**src/rtl/prog_clock_divider.sv**
```systemverilog
// rtl/prog_clock_divider.sv - multi-channel programmable 50% clock divider and tick generator
module prog_clock_divider #(
    parameter int NUM_CH       = 4,
    parameter int DIV_W        = 20,
    parameter int DEFAULT_HALF = 50000,
    parameter int CH_W         = (NUM_CH > 1) ? $clog2(NUM_CH) : 1
) (
    input  logic              clk,
    input  logic              rst,
    input  logic [NUM_CH-1:0] en,
    input  logic              sync,
    input  logic              wr_en,
    input  logic [CH_W-1:0]   wr_ch,
    input  logic [DIV_W-1:0]  wr_half,
    output logic [NUM_CH-1:0] clk_out,
    output logic [NUM_CH-1:0] tick,
    output logic [NUM_CH-1:0] pending
);

    // Per-channel state. cnt runs 1..h_act within each half-period.
    logic [DIV_W-1:0]  cnt_q    [NUM_CH];
    logic [DIV_W-1:0]  cnt_d    [NUM_CH];
    logic [DIV_W-1:0]  h_act_q  [NUM_CH];
    logic [DIV_W-1:0]  h_act_d  [NUM_CH];
    logic [DIV_W-1:0]  h_pend_q [NUM_CH];
    logic [DIV_W-1:0]  h_pend_d [NUM_CH];
    logic [NUM_CH-1:0] pend_q;
    logic [NUM_CH-1:0] pend_d;
    logic [NUM_CH-1:0] clk_q;
    logic [NUM_CH-1:0] clk_d;
    logic [NUM_CH-1:0] tick_q;
    logic [NUM_CH-1:0] tick_d;

    logic [NUM_CH-1:0] wr_hit;
    logic [DIV_W-1:0]  wr_val;
    logic [NUM_CH-1:0] boundary;

    localparam logic [DIV_W-1:0] ONE      = DIV_W'(1);
    localparam logic [DIV_W-1:0] DEF_HALF = DIV_W'(DEFAULT_HALF);

    // Decode the write port: one-hot channel hit, out-of-range selects dropped,
    // and a zero half-period clamped to one (fastest legal output, f_clk/2).
    always_comb begin
        wr_hit = '0;
        if (wr_en && (32'(wr_ch) < NUM_CH)) begin
            wr_hit = NUM_CH'(1) << wr_ch;
        end
        wr_val = (wr_half == '0) ? ONE : wr_half;
    end

    // Boundary = last cycle of the current half-period. The >= keeps a channel
    // from ever running past its half-period even if state were disturbed.
    always_comb begin
        boundary = '0;
        for (int i = 0; i < NUM_CH; i++) begin
            boundary[i] = (cnt_q[i] >= h_act_q[i]);
        end
    end

    // Next-state: sync beats run/hold; a pending value is only promoted at a
    // toggle boundary or on sync, so the active half-period never changes mid-half.
    // A write is captured after promotion, so a write landing in a boundary cycle
    // waits for the following boundary.
    always_comb begin
        for (int i = 0; i < NUM_CH; i++) begin
            cnt_d[i]    = cnt_q[i];
            h_act_d[i]  = h_act_q[i];
            h_pend_d[i] = h_pend_q[i];
            pend_d[i]   = pend_q[i];
            clk_d[i]    = clk_q[i];
            tick_d[i]   = 1'b0;

            if (sync) begin
                cnt_d[i] = ONE;
                clk_d[i] = 1'b0;
                if (pend_q[i]) begin
                    h_act_d[i] = h_pend_q[i];
                    pend_d[i]  = 1'b0;
                end
            end else if (en[i]) begin
                if (boundary[i]) begin
                    cnt_d[i]  = ONE;
                    clk_d[i]  = ~clk_q[i];
                    tick_d[i] = ~clk_q[i];
                    if (pend_q[i]) begin
                        h_act_d[i] = h_pend_q[i];
                        pend_d[i]  = 1'b0;
                    end
                end else begin
                    cnt_d[i] = cnt_q[i] + ONE;
                end
            end

            if (wr_hit[i]) begin
                h_pend_d[i] = wr_val;
                pend_d[i]   = 1'b1;
            end
        end
    end

    // State registers; reset drops all pending writes and restores the default rate.
    always_ff @(posedge clk or negedge rst) begin
        if (!rst) begin
            for (int i = 0; i < NUM_CH; i++) begin
                cnt_q[i]    <= ONE;
                h_act_q[i]  <= DEF_HALF;
                h_pend_q[i] <= '0;
            end
            pend_q <= '0;
            clk_q  <= '0;
            tick_q <= '0;
        end else begin
            for (int i = 0; i < NUM_CH; i++) begin
                cnt_q[i]    <= cnt_d[i];
                h_act_q[i]  <= h_act_d[i];
                h_pend_q[i] <= h_pend_d[i];
            end
            pend_q <= pend_d;
            clk_q  <= clk_d;
            tick_q <= tick_d;
        end
    end

    assign clk_out = clk_q;
    assign tick    = tick_q;
    assign pending = pend_q;

endmodule

```
**config.mk**
```make
export PLATFORM = sky130hd
export DESIGN_NAME = prog_clock_divider
export DESIGN_NICKNAME = d
export VERILOG_FILES = /design/src/rtl/prog_clock_divider.sv
export SDC_FILE = /design/constraint.sdc
export NUM_CORES = 1
export LEC_CHECK = 0
export CAP_MARGIN = 20
export CELL_PAD_IN_SITES_DETAIL_PLACEMENT = 1
export CELL_PAD_IN_SITES_GLOBAL_PLACEMENT = 1
export CORE_MARGIN = 3
export CORE_UTILIZATION = 45
export DETAILED_ROUTE_END_ITERATION = 10
export PLACE_DENSITY_LB_ADDON = 0.05
export SLEW_MARGIN = 20
export SYNTH_ARGS = -nofsm -noshare
export SYNTH_HDL_FRONTEND = slang
export SYNTH_SLANG_ARGS = --single-unit
```
**constraint.sdc**
```tcl
create_clock -name clk -period 3.55 [get_ports clk]
set_input_delay 1.065 -clock clk [delete_from_list [all_inputs] [get_ports clk]]
set_output_delay 1.065 -clock clk [all_outputs]
set_load 0.02 [all_outputs]
```
==> results of run 1 <==
==> metal layers <==
layer / vias up / global-route usage / part of all wire
met2: 112 / 0.356 / 0.46
li1: 4596 / - / -
met4: 0 / 0.0557 / 0.024
met5: - / 0 / 0
met3: 48 / 0.0258 / 0.027
met1: 4876 / 0.317 / 0.49
==> power groups by stage <==
| stage | logic (mW) | clock network [mW] | registers [mW] |
|---|---|---|---|
| floorplan | 1.22 | 0 | 3.74 |
| detailed placement | 1.65 | 0 | 3.87 |
| finish | 1.65 | 3.17 | 3.83 |
| global placement | 1.57 | 0 | 3.84 |
| CTS | 1.68 | 3.25 | 3.83 |
| global route | 1.86 | 3.38 | 3.90 |
==> area by class of cell <==
| class | instances | area share |
|---|---|---|
| multi-input cells | 832 | 0.423 |
| flip-flops and latches | 252 | 0.410 |
| clock buffers | 41 | 0.0530 |
| repair buffers | 82 | 0.0496 |
| well taps | 384 | 0.0310 |
| inverters | 89 | 0.0216 |
| clock inverters | 12 | 0.0121 |
==> cells by family after synthesis <==
family | after synthesis | synth area share
simple gates | 336 | 0.126
flops | 252 | 0.470
compound gates | 233 | 0.127
buf+inv | 148 | 0.0453
mux | 143 | 0.130
fa+ha+maj | 84 | 0.0779
xor+xnor | 36 | 0.0234
==> state kept, by name (all words and copies together), names as in the netlist <==
name	cells
tick	4
h_act_q	80
h_pend_q	80
cnt_q	80
pending	4
clk_out	4
==> path summary, 6_finish.rpt <==
path | slack [ns] | to | cells past startpoint
worst max-delay path | 0.72 | cnt_q[2] | 8
worst min register to register | 0.48 | tick[2] | 1
max in group asynchronous | 2.20 | cnt_q[60] | 2
min in group asynchronous | 0.53 | cnt_q[34] | 1
worst min-delay path | 0.48 | tick[2] | 1
worst max register to register | 0.72 | cnt_q[2] | 8
==> cell usage in the layout, fill, tap and decap left out, types with 8 or more instances in the layout <==
cell type / netlist / final
nand3_1: 49 / 49
o2111ai_1: 20 / 20
mux2_2: 99 / 99
buf_4: 2 / 37
and4_1: 8 / 8
xor2_1: 25 / 25
a22o_1: 10 / 10
nand2_1: 77 / 77
o41ai_1: 9 / 9
dfstp_2: 28 / 28
inv_1: 87 / 87
mux2_4: 40 / 40
a21o_1: 17 / 17
nand4_1: 34 / 34
dfrtp_1: 224 / 224
nor3_1: 30 / 30
nand2b_1: 8 / 8
and3_1: 26 / 26
nor4_1: 8 / 8
or2_2: 8 / 8
clkdlybuf4s50_1: 0 / 39
xnor2_1: 11 / 11
ha_1: 84 / 84
clkbuf_16: 0 / 29
nor2b_1: 9 / 9
and2_1: 8 / 8
a21oi_1: 73 / 72
o21ai_0: 25 / 25
nor2_1: 58 / 58
a41oi_1: 21 / 21
==> results.py, run 1 <==
metrics = {
    "status": {
        "status": "completed",
    },
    "final_layout": {
        "final_nets": 1400,
        "final_cells": 1692,
        "seqCellArea_um2": 6340,
        "multi_input_area_um2": 6550,
        "drive_gt1_frac": 0.214,
        "antenna_cells": 0,
        "syn2layout_area_growth_pct": 14.8,
        "utilization": 0.532,
        "final_cell_area_um2": 15500,
        "fillerInstances": 3115,
    },
    "detailed_routing": {
        "vias_per_cell": 5.69,
        "wire_per_inst_um": 20.3,
        "num_vias": 9632,
        "wl_um": 34300,
        "dr.pass1.iters": 4,
        "post-route-drc-count": 0,
        "drt_iter0_markers": 467,
        "antenna_left": 0,
    },
    "timing": {
        "setup_viol_count_final": 0,
        "rsz0062_at_grt": "no",
        "holdWs_ns": 0.484,
        "setup_tns_ns": 0,
        "min_period_over_period": 0.798,
        "hold_violations": 0,
        "finalClockSkew_ns": 0.00953,
        "drv_slew": 0,
        "worst-slew-pin-transition_ns": 0.689,
        "relSlewSlack": 0.539,
        "fmax_ghz": 0.353,
        "fin_ws_ns": 0.716,
        "fin_crit_ns": 2.83,
    },
    "clock_tree": {
        "clk_pin_slew_worst_paths_ns": 0.06,
        "root_buffer": "clkbuf_16",
        "clkLatencyLatePin_ns": 0.55,
        "numCtsBuffers": 29,
        "post_cts_resized": 0,
        "clock_path_buffers": 3,
        "postCtsSetupRepairBufs": 0,
        "cts_tree": "yes",
        "postCtsHoldBufs": 0,
        "clock_sinks": 252,
        "cts_max_level": 1,
    },
    "yosys": {
        "syn-num-nets": 1346,
        "synthTopCellsByCount": "dfrtp_1, mux2_2, inv_1",
        "yosysMostFrequentCell": "dfrtp_1",
        "synth_edf_count": 0,
        "synthCells": 1232,
        "yosysTopAreaCellShare": 0.416,
        "avgSynthCellArea_um2": 10.9,
        "synth.cell_area_um2": 13500,
        "async_flop_share": 1.00,
        "synth_top_cell_by_area": "dfrtp_1",
        "synth_warnings": 0,
        "synth_seq_area_share": 0.470,
        "synth.distinct_cells": 72,
        "synth-seq-cells": 252,
        "ys.flop_type": "dfrtp_1",
        "yosys-top-cells-area": "dfrtp_1, mux2_2, ha_1, dfstp_2, mux2_4",
    },
    "grt": {
        "antenna_found_initial": 0,
        "gr-total-overflow": 0,
        "grt_max_degree": 84,
        "grt_pass1_vias": 10200,
        "grt_first_pass_wirelength_um": 56600,
        "grt_usage": 0.220,
    },
    "placement": {
        "portBuffers": 41,
        "dp_cells": 1639,
        "hpwl_um": 23600,
        "pre_cts_ws_ns": 0.435,
        "placed_area_um2": 14500,
        "gp_congestion": 0.758,
    },
    "power_and_ir_drop": {
        "seq_power_share": 0.443,
        "combPwrFrac": 0.191,
        "p_leak_nw": 7.23,
        "p_clk_frac": 0.367,
        "p_sw_mw": 2.34,
        "power_density_nw_per_um2": 558,
        "ir_drop_mv": 0.359,
        "switching_share": 0.271,
        "power_mw": 8.64,
        "internal-power_mw": 6.30,
    },
    "critical_path": {
        "crit_family": "compound AO/OA/AOI/OAI gates",
        "path_max_fanout": 12,
        "worst-setup-path-type": "reg -> reg",
        "cp.arrival_ns": 3.27,
        "startpoint_type": "flop",
        "required_ns": 3.98,
        "crit_buf_inv": 1,
        "r2r-start": "cnt_q[0]",
        "startpoint": "cnt_q[0]",
        "cp_cell_sequence": "inv_1 -> ha_1 -> nand2b_1 -> a31oi_1 -> o311a_1 -> o41a_1 -> and4_1 -> a22o_1",
        "slowest_delay_ns": 0.60,
        "cpMaxStageDelayCell": "o41a_1",
        "critPathCaptureType": "flop",
    },
    "floorplan": {
        "row_count": 62,
        "chipHeight_um": 179,
        "die_w_um": 179,
        "start_util": 0.464,
        "core_area_um2": 29100,
        "pin_count": 42,
        "dieArea_um2": 32100,
    },
    "worst_hold_path": {
        "hold_path.class": "reg -> reg",
        "min_from": "clk_out[2]",
    },
    "run": {
        "maxCapViolations": 0,
    },
}
(Power assumes the default switching activity.)
==> run 2, diff against run 1 <==
==> constraint.sdc (replaced) <==
create_clock -name clk -period 2.83 [get_ports clk]
set_input_delay 0.849 -clock clk [delete_from_list [all_inputs] [get_ports clk]]
set_output_delay 0.849 -clock clk [all_outputs]
set_load 0.02 [all_outputs]
==> results.py, run 2 (same netlist as run 1, synthesis figures left out) <==
metrics = {
    "grt": {
        "grt_max_degree": 71,
        "antenna_found_initial": 0,
        "grt_pass1_vias": 10400,
        "gr-total-overflow": 0,
        "grt_usage": 0.223,
        "grt_first_pass_wirelength_um": 57200,
    },
    "timing": {
        "fin_ws_ns": 0.123,
        "rsz0062_at_grt": "no",
        "fin_crit_ns": 2.71,
        "drv_slew": 0,
        "min_period_over_period": 0.957,
        "setup_viol_count_final": 0,
        "worst-slew-pin-transition_ns": 0.647,
        "finalClockSkew_ns": 0.0105,
        "fmax_ghz": 0.369,
        "setup_tns_ns": 0,
        "hold_violations": 0,
        "holdWs_ns": 0.281,
        "relSlewSlack": 0.569,
    },
    "clock_tree": {
        "root_buffer": "clkbuf_16",
        "clock_sinks": 252,
        "numCtsBuffers": 29,
        "clk_pin_slew_worst_paths_ns": 0.06,
        "postCtsHoldBufs": 0,
        "post_cts_resized": 0,
        "cts_max_level": 1,
        "postCtsSetupRepairBufs": 0,
        "clkLatencyLatePin_ns": 0.55,
        "cts_tree": "yes",
        "clock_path_buffers": 3,
    },
    "final_layout": {
        "drive_gt1_frac": 0.236,
        "most-common-layout-cells": "dfrtp_1, mux2_2, inv_1",
        "syn2layout_area_growth_pct": 17.5,
        "final_common_cell": "dfrtp_1",
        "top_regs": "cnt_q x80, h_act_q x80, h_pend_q x80",
        "antenna_cells": 0,
        "utilization": 0.544,
        "final_nets": 1435,
    },
    "floorplan": {
        "chipHeight_um": 179,
        "dieArea_um2": 32100,
        "row_count": 62,
        "die_w_um": 179,
        "core_area_um2": 29100,
        "start_util": 0.464,
        "pin_count": 42,
    },
    "critical_path": {
        "reg2reg_depth": 9,
        "path_max_fanout": 20,
        "critPathCaptureType": "flop",
        "startpoint_type": "flop",
        "cp.arrival_ns": 3.14,
        "worst-setup-path-type": "reg -> reg",
        "required_ns": 3.26,
        "r2r_slack_ns": 0.12,
        "r2r-start": "cnt_q[40]",
        "r2r_end": "h_act_q[51]",
    },
    "detailed_routing": {
        "vias_per_cell": 5.71,
        "wire_per_inst_um": 20.3,
        "dr.pass1.iters": 4,
        "post-route-drc-count": 0,
        "wl_um": 35000,
        "antenna_left": 0,
        "drt_iter0_markers": 451,
        "num_vias": 9868,
    },
    "power_and_ir_drop": {
        "power_mw": 11.0,
        "power_density_nw_per_um2": 695,
        "p_leak_nw": 7.44,
        "ir_drop_mv": 0.504,
    },
    "status": {
        "status": "completed",
    },
    "placement": {
        "portBuffers": 41,
        "pre_cts_ws_ns": 0.0913,
        "hpwl_um": 24800,
        "gp_congestion": 0.790,
    },
    "run": {
        "maxCapViolations": 0,
    },
    "worst_hold_path": {
        "hold_path.class": "in -> async",
    },
}
run 2: worst max path at each step:
stage | startpoint | to | slack, ns | cells past startpoint
detailed placement | cnt_q[40] | h_act_q[51] | 0.09 | 9
finish | cnt_q[40] | h_act_q[51] | 0.12 | 9
CTS | cnt_q[40] | h_act_q[52] | 0.08 | 9
floorplan | cnt_q[40] | h_act_q[40] | 0.28 | 10
global placement | en[0] | cnt_q[77] | 0.17 | 7
global route | cnt_q[40] | cnt_q[54] | 0.004 | 8
run 2: worst max-delay path, cell delays in order, from the launching register on:
cell and delay (ns):
dfstp_2 0.56, inv_1 0.06, ha_1 0.27, nand2b_1 0.15
a2111oi_2 0.35, nand4b_1 0.22, and3_1 0.27, a2bb2oi_4 0.18
buf_12 0.21, mux2_4 0.32
run 2: report_power, final:
group / switching [mW] / internal [mW] / total, mW / leakage (nW)
Clock: 1.54 / 2.57 / 4.11 / 0.506
Sequential: 0.436 / 4.37 / 4.80 / 3.11
Combinational: 0.976 / 1.11 / 2.09 / 3.83
run 2: per-layer routing:
| layer | track usage | vias up | wire length, um |
|---|---|---|---|
| li1 | - | 4674 | - |
| met1 | 0.307 | 5055 | 16500 |
| met2 | 0.380 | 98 | 16900 |
| met3 | 0.0256 | 41 | 859 |
| met4 | 0.0496 | 0 | 756 |
| met5 | 0 | - | 0 |
run 2: cell type report:
type | count | area, um^2
sequential | 252 | 6340
tap | 384 | 480
clock inverter | 16 | 268
multi-input combinational | 832 | 6560
fill | 3039 | 13300
timing repair buffer | 117 | 1080
clock buffer | 37 | 776
inverter | 89 | 334
run 2: per-stage QoR:
| stage | cells | cell area [um^2] |
|---|---|---|
| finish | 1727 | 15800 |
| global route | 1727 | 15800 |
| CTS | 1727 | 15800 |
| detailed placement | 1674 | 14800 |
| global placement | 1674 | 14800 |
| floorplan | 1232 | 13500 |
==> run 3, diff against run 2 <==
--- a/config.mk
+++ b/config.mk
@@ -5,12 +5,12 @@
 export SDC_FILE = /design/constraint.sdc
 export NUM_CORES = 1
 export LEC_CHECK = 0
-export CAP_MARGIN = 20
 export CELL_PAD_IN_SITES_DETAIL_PLACEMENT = 1
 export CELL_PAD_IN_SITES_GLOBAL_PLACEMENT = 1
 export CORE_MARGIN = 3
 export CORE_UTILIZATION = 45
 export DETAILED_ROUTE_END_ITERATION = 10
+export DONT_BUFFER_PORTS = 1
 export PLACE_DENSITY_LB_ADDON = 0.05
 export SLEW_MARGIN = 20
 export SYNTH_ARGS = -nofsm -noshare
==> constraint.sdc (replaced) <==
create_clock -name clk -period 2.83 [get_ports clk]
set_input_delay 0.849 -clock clk [delete_from_list [all_inputs] [get_ports clk]]
set_output_delay 0.849 -clock clk [all_outputs]
set_load 0.005 [all_outputs]
==> results.py, run 3 (same netlist as run 1, synthesis figures left out) <==
metrics = {
    "timing": {
        "rsz0062_at_grt": "no",
        "fin_crit_ns": 2.67,
        "min_period_over_period": 0.943,
        "hold_violations": 0,
        "worst-slew-pin-transition_ns": 0.688,
        "setup_tns_ns": 0,
        "fmax_ghz": 0.375,
        "drv_slew": 0,
        "setup_viol_count_final": 0,
        "relSlewSlack": 0.541,
        "finalClockSkew_ns": 0.00972,
    },
    "clock_tree": {
        "root_buffer": "clkbuf_16",
        "clk_pin_slew_worst_paths_ns": 0.06,
        "clock_path_buffers": 3,
        "clock_sinks": 252,
        "cts_tree": "yes",
        "postCtsSetupRepairBufs": 0,
        "numCtsBuffers": 28,
        "cts_max_level": 1,
        "clkLatencyLatePin_ns": 0.54,
    },
    "detailed_routing": {
        "vias_per_cell": 5.79,
        "post-route-drc-count": 0,
        "antenna_left": 0,
        "drt_iter0_markers": 530,
        "num_vias": 9528,
        "wl_um": 33600,
        "dr.pass1.iters": 4,
        "wire_per_inst_um": 20.4,
    },
    "worst_hold_path": {
        "hold_path.class": "in -> async",
    },
    "power_and_ir_drop": {
        "ir_drop_mv": 0.679,
        "power_density_nw_per_um2": 701,
        "p_leak_nw": 7.07,
    },
    "floorplan": {
        "dieArea_um2": 32100,
        "chipHeight_um": 179,
        "pin_count": 42,
        "core_area_um2": 29100,
        "die_w_um": 179,
        "row_count": 62,
        "start_util": 0.464,
    },
    "final_layout": {
        "top_regs": "cnt_q x80, h_act_q x80, h_pend_q x80",
        "seqCellArea_um2": 6340,
        "multi_input_area_um2": 6550,
        "most-common-layout-cells": "dfrtp_1, mux2_2, inv_1",
        "syn2layout_area_growth_pct": 11.6,
        "drive_gt1_frac": 0.219,
        "final_cells": 1647,
        "final_common_cell": "dfrtp_1",
        "final_nets": 1354,
        "fillerInstances": 3082,
    },
    "placement": {
        "hpwl_um": 22400,
        "dp_cells": 1592,
        "portBuffers": 0,
        "gp_congestion": 0.766,
    },
    "critical_path": {
        "path_max_fanout": 20,
        "cp.arrival_ns": 3.09,
        "startpoint_type": "flop",
        "required_ns": 3.25,
        "critPathCaptureType": "flop",
        "worst-setup-path-type": "reg -> reg",
    },
    "status": {
        "status": "completed",
    },
    "grt": {
        "grt_first_pass_wirelength_um": 55000,
        "gr-total-overflow": 0,
        "antenna_found_initial": 1,
        "grt_max_degree": 178,
        "grt_pass1_vias": 9849,
        "grt_usage": 0.214,
    },
    "run": {
        "maxCapViolations": 0,
    },
}
==> run 3: cell count changes in the layout (fill, tap and decap cells not counted), moves of 2 or more <==
cell / change
buf_12: -5
clkbuf_1: -3
clkbuf_8: +5
clkdlybuf4s50_1: -39
bufinv_16: -3
clkinv_4: -2
clkinv_2: +3
buf_4: -36
==> run 3: path summary, 6_finish.rpt <==
| check | startpoint | end | slack, ns | depth (start not counted) |
|---|---|---|---|---|
| setup / recovery | cnt_q[40] | h_act_q[51] | 0.16 | 9 |
| hold / removal | rst | h_pend_q[27] | 0.05 | 0 |
| setup reg to reg | cnt_q[40] | h_act_q[51] | 0.16 | 9 |
| hold reg to reg | h_pend_q[20] | h_pend_q[20] | 0.50 | 2 |
| max in group asynchronous | rst | h_act_q[22] | 1.79 | 1 |
| min in group clk | sync | cnt_q[42] | 0.38 | 1 |
==> run 3: per-layer routing <==
layer / wire length, um / share of wire / vias to the layer above / GRT usage
met5: 0 / 0 / - / 0
li1: - / - / 4521 / -
met1: 16300 / 0.48 / 4860 / 0.302
met2: 15800 / 0.47 / 105 / 0.351
met3: 856 / 0.025 / 42 / 0.0271
met4: 686 / 0.020 / 0 / 0.0525
==> run 3: final cells by class <==
type,instances,area share
antenna,1,0.000166
timing repair buffer,37,0.0224
clock inverter,13,0.0111
clock buffer,39,0.0554
sequential,252,0.421
multi-input combinational,832,0.435
inverter,89,0.0222
tap,384,0.0319
==> run 3: through the flow <==
step	setup WS (ns)	utilization	power [mW]	hold WS [ns]	area (um^2)
floorplan	0.281	-	6.21	0.450	13500
global placement	0.186	0.482	6.55	0.469	14000
detailed placement	0.163	0.482	6.67	0.480	14000
CTS	0.157	0.517	10.7	0.00769	15000
global route	0.0208	0.517	11.2	0.00974	15000
finish	0.161	0.517	10.6	0.0510	15000
==> run 3: critical path: stages, from the launching register on <==
cell	delay (ns)
dfstp_2	0.55
inv_1	0.06
ha_1	0.28
nand2b_1	0.14
a2111oi_0	0.34
nand4b_1	0.22
and3_1	0.25
a2bb2oi_4	0.18
buf_12	0.21
mux2_4	0.32
==> run 3: report_power, final <==
part           total [mW]  internal, mW  switching [mW]
Clock                3.92          2.41            1.51
Combinational        1.84          1.02           0.824
Sequential           4.78          4.36           0.420
Total                10.6          7.80            2.75
==> run 3: what timing repair did <==
item / 4_1_cts / 5_1_grt
resized for setup: 0 / 0
hold endpoints to repair: 69 / 0
hold buffers: 2 / 0
